File: config.mk
export PLATFORM = sky130hd
export DESIGN_NAME = atm_keypad_entry
export DESIGN_NICKNAME = d
export VERILOG_FILES = /design/src/rtl/atm_keypad_entry.sv
export SDC_FILE = /design/constraint.sdc
export NUM_CORES = 1
export LEC_CHECK = 0
export BUFFER_PORTS_ARGS = -buffer_cell sky130_fd_sc_hd__buf_2
export CELL_PAD_IN_SITES_DETAIL_PLACEMENT = 1
export CELL_PAD_IN_SITES_GLOBAL_PLACEMENT = 1
export CORE_ASPECT_RATIO = 0.6
export CORE_MARGIN = 8
export CORE_UTILIZATION = 40
export CTS_BUF_LIST = sky130_fd_sc_hd__clkbuf_16
export CTS_CLUSTER_DIAMETER = 30
export DETAILED_ROUTE_END_ITERATION = 12
export PLACE_DENSITY = 0.76
export SKIP_CTS_REPAIR_TIMING = 1
export SLEW_MARGIN = 10
export SYNTH_ARGS = -nofsm -noshare
export SYNTH_HDL_FRONTEND = slang
export SYNTH_SLANG_ARGS = --single-unit
File: constraint.sdc
create_clock -name clk -period 2.3 [get_ports clk]
set_input_delay 0.115 -clock clk [delete_from_list [all_inputs] [get_ports clk]]
set_output_delay 0.115 -clock clk [all_outputs]
set_load 0.005 [all_outputs]
File: src/rtl/atm_keypad_entry.sv
`default_nettype none
// ============================================================================
//  Module   : atm_keypad_entry
//  Desc     : ATM front-end input stage. Latches the card account number,
//             collects a 4-digit BCD PIN from a strobed keypad (backspace,
//             cancel, enter), hands it to the ATM core with a one-cycle
//             pin_valid strobe, and counts consecutive authentication
//             failures per account so the terminal can be locked.
//             Optional inactivity timeout: define KEYPAD_TIMEOUT_EN.
//  Revision : 1.0 - initial release
// ============================================================================
module atm_keypad_entry #(
   parameter int TIMEOUT_CYCLES = 1000,
   parameter int MAX_TRIES      = 3
) (
   input  logic        clk,
   input  logic        rst,
   input  logic        card_in,
   input  logic [3:0]  card_acc,
   input  logic        key_valid,
   input  logic [3:0]  key_code,
   input  logic        auth_done,
   input  logic        auth_ok,
   output logic [3:0]  acc_num,
   output logic [15:0] pin,
   output logic        pin_valid,
   output logic [2:0]  digit_count,
   output logic [2:0]  state,
   output logic        locked,
   output logic        timeout
);

   typedef enum logic [2:0] {
      ST_IDLE    = 3'd0,
      ST_ENTRY   = 3'd1,
      ST_SUBMIT  = 3'd2,
      ST_WAIT    = 3'd3,
      ST_SESSION = 3'd4,
      ST_LOCKED  = 3'd5
   } state_t;

   localparam logic [3:0] KEY_ENTER = 4'hA;
   localparam logic [3:0] KEY_BKSP  = 4'hB;
   localparam logic [3:0] KEY_CANCEL = 4'hC;
   localparam logic [2:0] MAX_T     = 3'(MAX_TRIES);

   // Reject configurations the tries counter or timer cannot represent.
   if (TIMEOUT_CYCLES < 2 || MAX_TRIES < 1 || MAX_TRIES > 7) begin : g_param_check
      $error("atm_keypad_entry: TIMEOUT_CYCLES must be >= 2 and MAX_TRIES in 1..7");
   end

   state_t      cur;
   logic [2:0]  tries;
   logic [3:0]  last_acc;
   logic [2:0]  tries_next;
   logic        key_digit;

   assign state      = cur;
   assign tries_next = tries + 3'd1;
   assign key_digit  = (key_code <= 4'd9);

`ifdef KEYPAD_TIMEOUT_EN
   localparam int         TW         = $clog2(TIMEOUT_CYCLES);
   localparam logic [TW-1:0] TIMER_LAST = TW'(TIMEOUT_CYCLES - 1);
   logic [TW-1:0] timer;
`else
   // No inactivity supervision in this build: ENTRY waits indefinitely.
   assign timeout = 1'b0;
`endif

   // Main control FSM; all outputs are registered here.
   always_ff @(posedge clk) begin
      if (!rst) begin
         cur         <= ST_IDLE;
         acc_num     <= 4'd0;
         pin         <= 16'd0;
         pin_valid   <= 1'b0;
         digit_count <= 3'd0;
         locked      <= 1'b0;
         tries       <= 3'd0;
         last_acc    <= 4'd0;
`ifdef KEYPAD_TIMEOUT_EN
         timeout     <= 1'b0;
         timer       <= '0;
`endif
      end else begin
         // Pulsed outputs default low every cycle.
         pin_valid <= 1'b0;
`ifdef KEYPAD_TIMEOUT_EN
         timeout   <= 1'b0;
`endif
         case (cur)
            ST_IDLE: begin
               pin         <= 16'd0;
               digit_count <= 3'd0;
               if (card_in) begin
                  acc_num <= card_acc;
                  cur     <= ST_ENTRY;
                  // A different card starts with a clean failure history.
                  if (card_acc != last_acc) begin
                     tries <= 3'd0;
                  end
`ifdef KEYPAD_TIMEOUT_EN
                  timer <= '0;
`endif
               end
            end

            ST_ENTRY: begin
               if (!card_in) begin
                  // Card removal outranks any key in the same cycle.
                  cur         <= ST_IDLE;
                  pin         <= 16'd0;
                  digit_count <= 3'd0;
               end else if (key_valid) begin
`ifdef KEYPAD_TIMEOUT_EN
                  // Any strobe, even an ignored code, counts as activity.
                  timer <= '0;
`endif
                  if (key_digit) begin
                     if (digit_count < 3'd4) begin
                        pin         <= {pin[11:0], key_code};
                        digit_count <= digit_count + 3'd1;
                     end
                  end else if (key_code == KEY_BKSP) begin
                     if (digit_count != 3'd0) begin
                        pin         <= {4'h0, pin[15:4]};
                        digit_count <= digit_count - 3'd1;
                     end
                  end else if (key_code == KEY_ENTER) begin
                     if (digit_count == 3'd4) begin
                        cur       <= ST_SUBMIT;
                        pin_valid <= 1'b1;
                     end
                  end else if (key_code == KEY_CANCEL) begin
                     cur         <= ST_IDLE;
                     pin         <= 16'd0;
                     digit_count <= 3'd0;
                  end
               end else begin
`ifdef KEYPAD_TIMEOUT_EN
                  if (timer == TIMER_LAST) begin
                     cur         <= ST_IDLE;
                     pin         <= 16'd0;
                     digit_count <= 3'd0;
                     timeout     <= 1'b1;
                  end else begin
                     timer <= timer + 1'b1;
                  end
`endif
               end
            end

            ST_SUBMIT: begin
               // pin_valid was raised on the way in; it drops this edge.
               if (!card_in) begin
                  cur         <= ST_IDLE;
                  pin         <= 16'd0;
                  digit_count <= 3'd0;
               end else begin
                  cur <= ST_WAIT;
               end
            end

            ST_WAIT: begin
               if (!card_in) begin
                  // Verdict arriving with removal is discarded.
                  cur         <= ST_IDLE;
                  pin         <= 16'd0;
                  digit_count <= 3'd0;
               end else if (auth_done) begin
                  if (auth_ok) begin
                     tries <= 3'd0;
                     cur   <= ST_SESSION;
                  end else begin
                     tries    <= tries_next;
                     last_acc <= acc_num;
                     if (tries_next == MAX_T) begin
                        cur    <= ST_LOCKED;
                        locked <= 1'b1;
                     end else begin
                        cur         <= ST_ENTRY;
                        pin         <= 16'd0;
                        digit_count <= 3'd0;
`ifdef KEYPAD_TIMEOUT_EN
                        timer       <= '0;
`endif
                     end
                  end
               end
            end

            ST_SESSION: begin
               if (!card_in) begin
                  cur         <= ST_IDLE;
                  pin         <= 16'd0;
                  digit_count <= 3'd0;
               end
            end

            ST_LOCKED: begin
               // Sticky until reset; card and keys have no effect.
               locked <= 1'b1;
            end

            default: begin
               cur <= ST_IDLE;
            end
         endcase
      end
   end

endmodule
`default_nettype wire

==> run_results.csv, run 1 <==
group,metric,value,unit
logic_synthesis,synth_fa_ha_area_frac,0.0307,
setup_path,worstReg2RegStart,"state[1]",
logic_synthesis,synth-simple-area-share,0.235,
global_route,groute.layer.met1.usage,0.206,
timing,achievable-frequency,529,MHz
power_and_ir_drop,vdd_ir_drop_max,0.000307,V
setup_path,crit_path_max_fanout,19,
timing,report.final.hold_viol_count,0,
global_route,number_of_antenna_violations_at_the_first_check_in_global_routing,0,
die,io_pins,43,
logic_synthesis,synth.top_cell.area_share,0.344,
global_route,busiest_layer,"met2",
logic_synthesis,synthesis.area_per_instance,8.75,µm²
clock_tree,cts-htree-levels,2,
placed_design,dp_slack,0.396,ns
setup_path,timing.reg2reg.setup_slack,0.41,ns
routing,detail_route.wirelength,5.52,mm
setup_path,timing.critical_path.to,"pin[11]",
setup_path,criticalPathCategory,"reg2reg",
global_route,grt_first_pass_wirelength,9.21,mm
setup_path,worstPathCellList,"nand2_1 > nand3_1 > nand2_1 > a221oi_4 > buf_12 > mux2i_1",
logic_synthesis,synth_async_sr_flop_share,0,
routing,antenna_nets_post_route,0,
setup_path,crit_required,2.51,ns
logic_synthesis,netlist_area,0.00204,mm²
timing,share_of_the_clock_period_used_by_the_worst_path,0.822,
timing,final.min_clock_period,1.89,ns
die,fp-row-count,20,
global_route,grt_pass1_vias,1778,
logic_synthesis,synthesis.instances,233,
logic_synthesis,synth_compound_area_frac,0.150,
logic_synthesis,synthesis.yosys.warnings,0,
setup_path,worst_setup_path_startpoint,"state[1]",
layout,layout-area-overhead-vs-synth,18.9,%
die,initial_utilization,0.410,
logic_synthesis,post_synth_xor_area_fraction,0.0215,
global_route,groute.usage.overall,0.150,
clock_tree,clkSlewWorstSetupHoldPaths,0.06,ns
logic_synthesis,synth.net_count,252,
routing,drt_first_pass_iters,4,
timing,fin_ws,0.410,ns
setup_path,slowest_stage,"dfxtp_1",
logic_synthesis,cell_variety_after_synth,46,
global_route,grt_remaining_overflow,0,
routing,total_number_of_vias,1763,
timing,max_slew_vio_count,0,
logic_synthesis,dominant_combinational_cell_family_by_area_after_synthesis,"simple AND/OR/NAND/NOR gates",
logic_synthesis,synth-edff-count,0,
power_and_ir_drop,report.power.total,1930,µW
logic_synthesis,yosys-mux-area-fraction,0.142,
layout,drive_above_1_share,0.240,
logic_synthesis,ys_ff_latch,35,
global_route,met2_usage,0.213,
die,chipHeight,71.3,µm
setup_path,endpoint_kind,"flip-flop",
routing,route.detailed.wl_per_inst,16.4,µm
logic_synthesis,yosysSeqAreaShare,0.344,
routing,drcViolationCount,0,
min_path,min-delay-path-class,"in2reg",
layout,nNetsFinal,289,
layout,antenna_diode_count,0,
global_route,grt_start_max_net_pins,38,
flow_run,maxCapViolCount,0,
logic_synthesis,largest_area_contributor_in_the_netlist,"dfxtp_1",
power_and_ir_drop,static-leakage-power,0.00105,µW
logic_synthesis,synth_top_flop_cell,"dfxtp_1",
setup_path,timing.critical_path.from_type,"flip-flop",
routing,post_drt_via_cell_ratio,5.23,
routing,drt-initial-drc-count,58,
die,die-width,108,µm
clock_tree,tritoncts.num_buffers,5,
clock_tree,clkSinkCount,35,
placed_design,post-dp-hpwl,4.10,mm
status,status,"completed",
power_and_ir_drop,pwr_dens,795,mW/mm²
clock_tree,clockBufferDepth,2,
timing,rsz0062_at_grt,"no",
clock_tree,root_buffer,"clkbuf_16",
placed_design,portBuffers,41,
setup_path,maximum_cell_stage_delay_along_the_critical_path,0.60,ns
timing,finalClockSkew,0.00596,ns
placed_design,gpl.final_weighted_congestion,0.842,
setup_path,number_of_cells_on_the_worst_reg_to_reg_path,6,
timing,setup_viol,0,
setup_path,crit_top_cell,"nand2_1",
timing,setup_total_negative_slack,0,ns
logic_synthesis,synth.top_cells.by_count,"nand2_1 (43), dfxtp_1 (35), mux2i_1 (29)",
setup_path,critical_path_arrival,2.10,ns
logic_synthesis,synth_area_leaders,"dfxtp_1 (34%), mux2i_1 (14%), nand2_1 (7.9%), a22o_1 (3.9%), nor2b_1 (3.7%)",
global_route,globalRouteMet3Util,0.0331,
logic_synthesis,post-synth-top-count-cell,"nand2_1",
die,die_area,0.00771,mm²
clock_tree,cts_tree,"yes",
die,core,0.00498,mm²
clock_tree,clock_latency,0.28,ns
setup_path,r2r-end,"pin[11]",
==> kinds of logic after synthesis <==
kind of cell,count (synthesis)
other,1
flip-flops,35
multiplexers,29
AO/OA/AOI/OAI,40
AND/OR/NAND/NOR,91
buffers and inverters,27
XOR/XNOR,5
adder cells (fa/ha/maj),5
==> layout make-up <==
class | count | area, µm²
Clock buffer | 5 | 125
Clock inverter | 3 | 15.0
Fill cell | 614 | 2550
Inverter | 9 | 33.8
Multi-Input combinational cell | 171 | 1200
Sequential cell | 35 | 701
Tap cell | 66 | 82.6
Timing Repair Buffer | 48 | 270
==> registers in the layout (all words and copies together), names as in the netlist <==
signal	count
tries	3
digit_count	3
locked	1
state	3
last_acc	4
pin_valid	1
acc_num	4
pin	16
==> report_power, final <==
part           internal [µW]  switching, µW
combinational            271            298
sequential               641           70.8
clock                    393            255
total                   1310            623
==> worst max-delay path: cells and delay by family, from the launching register on <==
kind	cells	cell delay, ns
AND/OR/NAND/NOR	3	0.44
flip-flops	1	0.60
buffers and inverters	1	0.22
multiplexers	1	0.22
AO/OA/AOI/OAI	1	0.33
==> worst min path at each step <==
stage / start / end / slack, ns / cells after the start
3_5_place_dp: card_acc[3] / acc_num[3] / 0.41 / 3
6_report: card_acc[3] / acc_num[3] / 0.12 / 3
4_1_cts: card_acc[3] / acc_num[3] / 0.12 / 3
2_1_floorplan: key_valid / pin_valid / 0.27 / 2
3_3_place_gp: card_acc[1] / acc_num[1] / 0.41 / 3
5_1_grt: card_acc[3] / acc_num[3] / 0.14 / 3
==> layer usage <==
metal | vias to the layer above | part of all wire
met2 | 43 | 0.42
met3 | 7 | 0.052
met5 | - | 0
met4 | 0 | 0.019
met1 | 826 | 0.51
li1 | 887 | -
==> metrics by stage <==
stage / util / hold WS [ns] / area, µm² / cells
final: 0.487 / 0.121 / 2420 / 337
after global routing: 0.487 / 0.142 / 2420 / 337
after CTS: 0.487 / 0.117 / 2420 / 337
after detailed placement: 0.459 / 0.411 / 2280 / 329
after global placement: 0.459 / 0.407 / 2280 / 329
after floorplan: - / 0.267 / 2040 / 233
==> cell usage in the layout (no fill, tap or decap), drive strengths merged, types with 2 or more instances in the layout <==
cell type	n
nor3	2
nand2	43
a21oi	7
inv	9
buf	48
clkbuf	5
dfxtp	35
o21ai	9
mux2i	29
ha	5
nor2	4
and3	2
a22o	9
a31oi	2
xnor2	5
nand2b	3
clkinv	2
nand4	5
a221oi	2
nand3	11
nor2b	13
a21boi	2
o22ai	2
(Power assumes the default switching activity.)
==> run 2: changes to the inputs <==
--- a/config.mk
+++ b/config.mk
@@ -5,16 +5,17 @@
 export SDC_FILE = /design/constraint.sdc
 export NUM_CORES = 1
 export LEC_CHECK = 0
+export ABC_AREA = 1
 export BUFFER_PORTS_ARGS = -buffer_cell sky130_fd_sc_hd__buf_2
 export CELL_PAD_IN_SITES_DETAIL_PLACEMENT = 1
 export CELL_PAD_IN_SITES_GLOBAL_PLACEMENT = 1
 export CORE_ASPECT_RATIO = 0.6
 export CORE_MARGIN = 8
-export CORE_UTILIZATION = 40
+export CORE_UTILIZATION = 35
 export CTS_BUF_LIST = sky130_fd_sc_hd__clkbuf_16
 export CTS_CLUSTER_DIAMETER = 30
 export DETAILED_ROUTE_END_ITERATION = 12
-export PLACE_DENSITY = 0.76
+export PLACE_DENSITY = 0.74
 export SKIP_CTS_REPAIR_TIMING = 1
 export SLEW_MARGIN = 10
 export SYNTH_ARGS = -nofsm -noshare
==> constraint.sdc (replaced) <==
create_clock -name clk -period 1.6 [get_ports clk]
set_input_delay 0.08 -clock clk [delete_from_list [all_inputs] [get_ports clk]]
set_output_delay 0.08 -clock clk [all_outputs]
set_load 0.005 [all_outputs]
==> run 2 against run 1 <==
  * Via count rose by 51%
  * Largest power group is now combinational logic
  * Cell area rose by 32%
  * Count of clock-buffer cells in the layout did not move
  * Critical path type unchanged
==> run_results.csv, run 2 <==
group,metric,value,unit
status,status,"completed",
die,fp-row-count,23,
logic_synthesis,synth-edff-count,0,
layout,final_common_cell,"nor2_1",
setup_path,endpoint_kind,"flip-flop",
global_route,groute.layer.met1.usage,0.250,
logic_synthesis,synth_async_sr_flop_share,0,
routing,drt-initial-drc-count,168,
clock_tree,clockBufferDepth,2,
timing,share_of_the_clock_period_used_by_the_worst_path,0.988,
layout,layout.cells.most_common_list,"nor2_1 (74), nand2_1 (73), buf_2 (41)",
setup_path,slowest_stage,"dfxtp_1",
placed_design,dp_slack,-0.00469,ns
routing,antenna_nets_post_route,0,
power_and_ir_drop,pwr_dens,1690,mW/mm²
logic_synthesis,yosysSeqAreaShare,0.299,
power_and_ir_drop,static-leakage-power,0.00165,µW
global_route,met2_usage,0.254,
layout,largest_registers,"pin (16), acc_num (4), last_acc (4)",
logic_synthesis,synth.top_cells.by_count,"nand2_1 (84), nor2_1 (79), dfxtp_1 (35)",
setup_path,number_of_cells_on_the_worst_reg_to_reg_path,10,
placed_design,gpl.final_weighted_congestion,0.851,
global_route,number_of_antenna_violations_at_the_first_check_in_global_routing,0,
clock_tree,clock_latency,0.29,ns
timing,setup_viol,0,
setup_path,timing.critical_path.buf_inv,4,
timing,fin_ws,0.0192,ns
layout,finish.utilization,0.484,
routing,total_number_of_vias,2655,
layout,antenna_diode_count,0,
global_route,grt_start_max_net_pins,20,
routing,route.detailed.wl_per_inst,16.3,µm
routing,post_drt_via_cell_ratio,5.10,
die,io_pins,43,
logic_synthesis,largest_area_contributor_in_the_netlist,"dfxtp_1",
layout,final_design_area_no_fill,0.00319,mm²
logic_synthesis,synth.net_count,385,
setup_path,crit_path_max_fanout,6,
timing,finalClockSkew,0.00661,ns
min_path,whs_path_depth,3,
global_route,globalRouteMet3Util,0.0367,
routing,drcViolationCount,0,
layout,nNetsFinal,452,
routing,drt_first_pass_iters,4,
setup_path,critical_path_arrival,1.81,ns
clock_tree,clkSinkCount,35,
logic_synthesis,synthesis.yosys.warnings,0,
setup_path,maximum_cell_stage_delay_along_the_critical_path,0.32,ns
placed_design,placed_cells_incl_taps,504,
timing,final.min_clock_period,1.58,ns
global_route,groute.usage.overall,0.172,
placed_design,portBuffers,41,
timing,max_slew_vio_count,0,
clock_tree,tritoncts.num_buffers,5,
min_path,min-delay-path-class,"in2reg",
global_route,grt_remaining_overflow,0,
setup_path,crit_required,1.83,ns
global_route,busiest_layer,"met2",
layout,largest_register_ff_count,16,
clock_tree,root_buffer,"clkbuf_16",
logic_synthesis,cell_variety_after_synth,37,
placed_design,post-dp-hpwl,6.07,mm
routing,detail_route.wirelength,8.51,mm
layout,layout-area-overhead-vs-synth,36.1,%
timing,achievable-frequency,633,MHz
power_and_ir_drop,vdd_ir_drop_max,0.000731,V
logic_synthesis,post-synth-top-count-cell,"nand2_1",
timing,rsz0062_at_grt,"yes",
die,chipHeight,79.4,µm
die,die_area,0.00966,mm²
setup_path,criticalPathCategory,"reg2reg",
setup_path,timing.critical_path.from_type,"flip-flop",
clock_tree,cts_tree,"yes",
setup_path,timing.critical_path.max_delay_family,"simple AND/OR/NAND/NOR gates",
setup_path,worstPathCellList,"inv_2 > buf_4 > nand3_1 > nand2_1 > inv_1 > nor3_4 > nand2_2 > inv_1 > nor2_1 > nor2_1",
layout,drive_above_1_share,0.350,
logic_synthesis,synth_top_flop_cell,"dfxtp_1",
logic_synthesis,netlist_area,0.00234,mm²
logic_synthesis,synthesis.area_per_instance,6.41,µm²
clock_tree,clkSlewWorstSetupHoldPaths,0.07,ns
flow_run,maxCapViolCount,0,
layout,finish.cell_count_without_fillers,521,
logic_synthesis,synthesis.instances,366,
die,core,0.00659,mm²
global_route,grt_first_pass_wirelength,13.3,mm
layout,largest-register,"pin",
logic_synthesis,ys_ff_latch,35,
global_route,grt_pass1_vias,2593,
logic_synthesis,synth.top_cell.area_share,0.299,
die,die-width,122,µm
die,initial_utilization,0.356,
placed_design,dpl-instance-area,0.00278,mm²
timing,report.final.hold_viol_count,0,
setup_path,timing.critical_path.depth,10,
logic_synthesis,synth_area_leaders,"dfxtp_1 (30%), nand2_1 (13%), nor2_1 (13%), nand3_1 (7.0%), nand4_1 (4.8%)",
clock_tree,cts-htree-levels,2,
-- run 2: metal layers --
metal	vias to the layer above	routed length [µm]
met2	55	3710
met5	-	0
met3	7	388
met1	1303	4360
met4	0	57
li1	1290	-
-- run 2: worst register-to-register path: stages (launching register included) --
cell,delay (ns)
dfxtp_1,0.32
inv_2,0.14
buf_4,0.14
nand3_1,0.13
nand2_1,0.12
inv_1,0.08
nor3_4,0.25
nand2_2,0.11
inv_1,0.11
nor2_1,0.05
nor2_1,0.08
-- run 2: worst paths after layout --
check / startpoint / endpoint / slack (ns)
max: state[1] / tries[2] / 0.02
min: card_acc[2] / acc_num[2] / 0.04
max reg2reg: state[1] / tries[2] / 0.02
min reg2reg: pin[14] / pin[14] / 0.51
-- run 2: layout make-up --
| type | instances | area, µm² |
|---|---|---|
| fillers | 859 | 3400 |
| flip-flops and latches | 35 | 713 |
| inverters | 35 | 139 |
| clock buffers | 5 | 125 |
| well taps | 87 | 109 |
| repair buffers | 76 | 539 |
| multi-input cells | 280 | 1520 |
| clock inverters | 3 | 47.5 |
-- run 2: kinds of logic (layout without fill, tap and decap cells) --
logic type,Yosys count,count (layout),share of synthesized area
AO/OA/AOI/OAI,20,20,0.0464
XOR/XNOR,6,6,0.0224
flip-flops,35,35,0.299
buffers and inverters,51,119,0.0982
other,1,1,0.00160
adder cells (fa/ha/maj),5,5,0.0267
AND/OR/NAND/NOR,248,248,0.506
-- run 2: power by group --
part / switching, µW / total, µW / internal [µW]
sequential: 294 / 1440 / 1140
clock: 442 / 1190 / 744
combinational: 1590 / 2780 / 1190
-- run 2: metrics by stage --
step,setup TNS (ns),power (µW),hold slack (ns)
6_report,0,5400,0.0400
4_1_cts,-0.211,4940,0.0502
3_3_place_gp,0,3650,0.339
2_1_floorplan,0,2900,0.215
3_5_place_dp,-0.00898,3750,0.347
5_1_grt,-0.770,5770,0.0668
==> run 3: changes to the inputs <==
--- a/config.mk
+++ b/config.mk
@@ -7,15 +7,16 @@
 export LEC_CHECK = 0
 export ABC_AREA = 1
 export BUFFER_PORTS_ARGS = -buffer_cell sky130_fd_sc_hd__buf_2
+export CAP_MARGIN = 0
 export CELL_PAD_IN_SITES_DETAIL_PLACEMENT = 1
 export CELL_PAD_IN_SITES_GLOBAL_PLACEMENT = 1
 export CORE_ASPECT_RATIO = 0.6
 export CORE_MARGIN = 8
-export CORE_UTILIZATION = 35
+export CORE_UTILIZATION = 40
 export CTS_BUF_LIST = sky130_fd_sc_hd__clkbuf_16
 export CTS_CLUSTER_DIAMETER = 30
 export DETAILED_ROUTE_END_ITERATION = 12
-export PLACE_DENSITY = 0.74
+export PLACE_DENSITY = 0.8
 export SKIP_CTS_REPAIR_TIMING = 1
 export SLEW_MARGIN = 10
 export SYNTH_ARGS = -nofsm -noshare
==> constraint.sdc (replaced) <==
create_clock -name clk -period 2 [get_ports clk]
set_input_delay 0.1 -clock clk [delete_from_list [all_inputs] [get_ports clk]]
set_output_delay 0.1 -clock clk [all_outputs]
set_load 0.005 [all_outputs]
==> run 3 against run 2 <==
  * Cell area is 13% lower
  * Flip-flop and latch count unchanged
  * Worst hold slack better by 0.033 ns
  * Sequential power decreased by 22%
  * Critical path type unchanged
  * Largest cell class unchanged
  * Highest routed layer unchanged
==> run_results.csv, run 3 (synthesis results as in run 2) <==
group,metric,value,unit
status,status,"completed",
layout,largest_registers,"pin (16), acc_num (4), last_acc (4)",
setup_path,crit_path_max_fanout,17,
layout,layout.cells.most_common_list,"nand2_1 (84), nor2_1 (79), buf_2 (41)",
clock_tree,clockBufferDepth,2,
global_route,grt_start_max_net_pins,33,
global_route,grt_pass1_vias,2604,
die,chipHeight,75.3,µm
timing,setup_total_negative_slack,0,ns
setup_path,endpoint_kind,"flip-flop",
die,die-width,115,µm
layout,layout-area-overhead-vs-synth,18.3,%
layout,largest_register_ff_count,16,
routing,total_number_of_vias,2525,
placed_design,gpl.final_weighted_congestion,0.906,
clock_tree,clkSinkCount,35,
timing,fin_ws,0.216,ns
layout,nNetsFinal,425,
clock_tree,cts_tree,"yes",
placed_design,portBuffers,41,
setup_path,timing.reg2reg.setup_slack,0.22,ns
power_and_ir_drop,pwr_dens,1340,mW/mm²
placed_design,dp_slack,0.0889,ns
setup_path,crit_top_cell,"nor2_1",
timing,finalClockSkew,0.00441,ns
power_and_ir_drop,static-leakage-power,0.00146,µW
global_route,grt_remaining_overflow,0,
timing,final.min_clock_period,1.78,ns
setup_path,timing.critical_path.from_type,"flip-flop",
routing,drcViolationCount,0,
die,initial_utilization,0.417,
timing,report.final.hold_viol_count,0,
setup_path,slowest_stage,"dfxtp_1",
routing,drt-initial-drc-count,164,
die,die_area,0.00865,mm²
min_path,min-delay-path-class,"in2reg",
timing,max_slew_vio_count,0,
clock_tree,cts-htree-levels,2,
timing,rsz0062_at_grt,"no",
layout,drive_above_1_share,0.234,
global_route,number_of_antenna_violations_at_the_first_check_in_global_routing,0,
setup_path,timing.critical_path.max_delay_family,"simple AND/OR/NAND/NOR gates",
die,fp-row-count,21,
global_route,groute.usage.overall,0.190,
global_route,grt_first_pass_wirelength,12.9,mm
clock_tree,root_buffer,"clkbuf_16",
routing,drt_first_pass_iters,5,
die,core,0.00562,mm²
timing,share_of_the_clock_period_used_by_the_worst_path,0.892,
clock_tree,clock_latency,0.28,ns
layout,largest-register,"pin",
setup_path,worstPathCellList,"inv_1 > ha_1 > inv_1 > nor2_1 > nand3_1 > nand2_1 > nand3_4 > nand2_2 > nor2_8 > nor2_1 > nor2_1",
flow_run,maxCapViolCount,0,
setup_path,criticalPathCategory,"reg2reg",
clock_tree,clkSlewWorstSetupHoldPaths,0.06,ns
routing,route.detailed.wl_per_inst,15.7,µm
routing,antenna_nets_post_route,0,
placed_design,post-dp-hpwl,5.90,mm
timing,achievable-frequency,561,MHz
routing,detail_route.wirelength,7.61,mm
layout,final_common_cell,"nand2_1",
setup_path,critical_path_arrival,2.01,ns
routing,post_drt_via_cell_ratio,5.20,
setup_path,maximum_cell_stage_delay_along_the_critical_path,0.35,ns
clock_tree,tritoncts.num_buffers,5,
setup_path,crit_required,2.22,ns
setup_path,timing.critical_path.buf_inv,2,
power_and_ir_drop,vdd_ir_drop_max,0.000448,V
layout,antenna_diode_count,0,
die,io_pins,43,
timing,setup_viol,0,
run 3: worst register-to-register path: stages (launching register included):
cell,delay (ns)
dfxtp_1,0.35
inv_1,0.09
ha_1,0.20
inv_1,0.05
nor2_1,0.03
nand3_1,0.09
nand2_1,0.10
nand3_4,0.21
nand2_2,0.12
nor2_8,0.28
nor2_1,0.09
nor2_1,0.10
run 3: final cells by class:
class,count,area [µm²]
clock buffer,5,125
clock inverter,2,33.8
timing repair buffer,49,265
sequential,35,702
tap,80,100
multi-input combinational,280,1410
fill,797,2850
inverter,35,134
run 3: worst paths after layout:
path,start,to,cells past startpoint
worst max-delay path,digit_count[1],pin[9],11
worst min register to register,pin[14],pin[14],2
worst min-delay path,card_acc[3],acc_num[3],3
worst max register to register,digit_count[1],pin[9],11
run 3: through the flow:
step            util  instances  hold WS [ns]  cell area, µm²  total power [µW]
6_report       0.493        486        0.0735            2770              3720
5_1_grt        0.493        486        0.0930            2770              4040
4_1_cts        0.493        486        0.0731            2770              3740
3_5_place_dp   0.465        479         0.362            2610              2850
3_3_place_gp   0.465        479         0.360            2610              2770
2_1_floorplan      -        366         0.235            2340              2320
run 3: routing by layer:
metal  up-vias  share of wire  GRT usage
met2        67           0.40      0.274
met3        12          0.063     0.0483
li1       1237              -          -
met5         -              0          0
met4         0          0.011     0.0549
met1      1209           0.53      0.271
run 3: report_power, final:
part / leakage [µW] / switching, µW / internal, µW
Clock: 0.0000811 / 297 / 576
Combinational: 0.00110 / 1080 / 636
Sequential: 0.000286 / 234 / 897
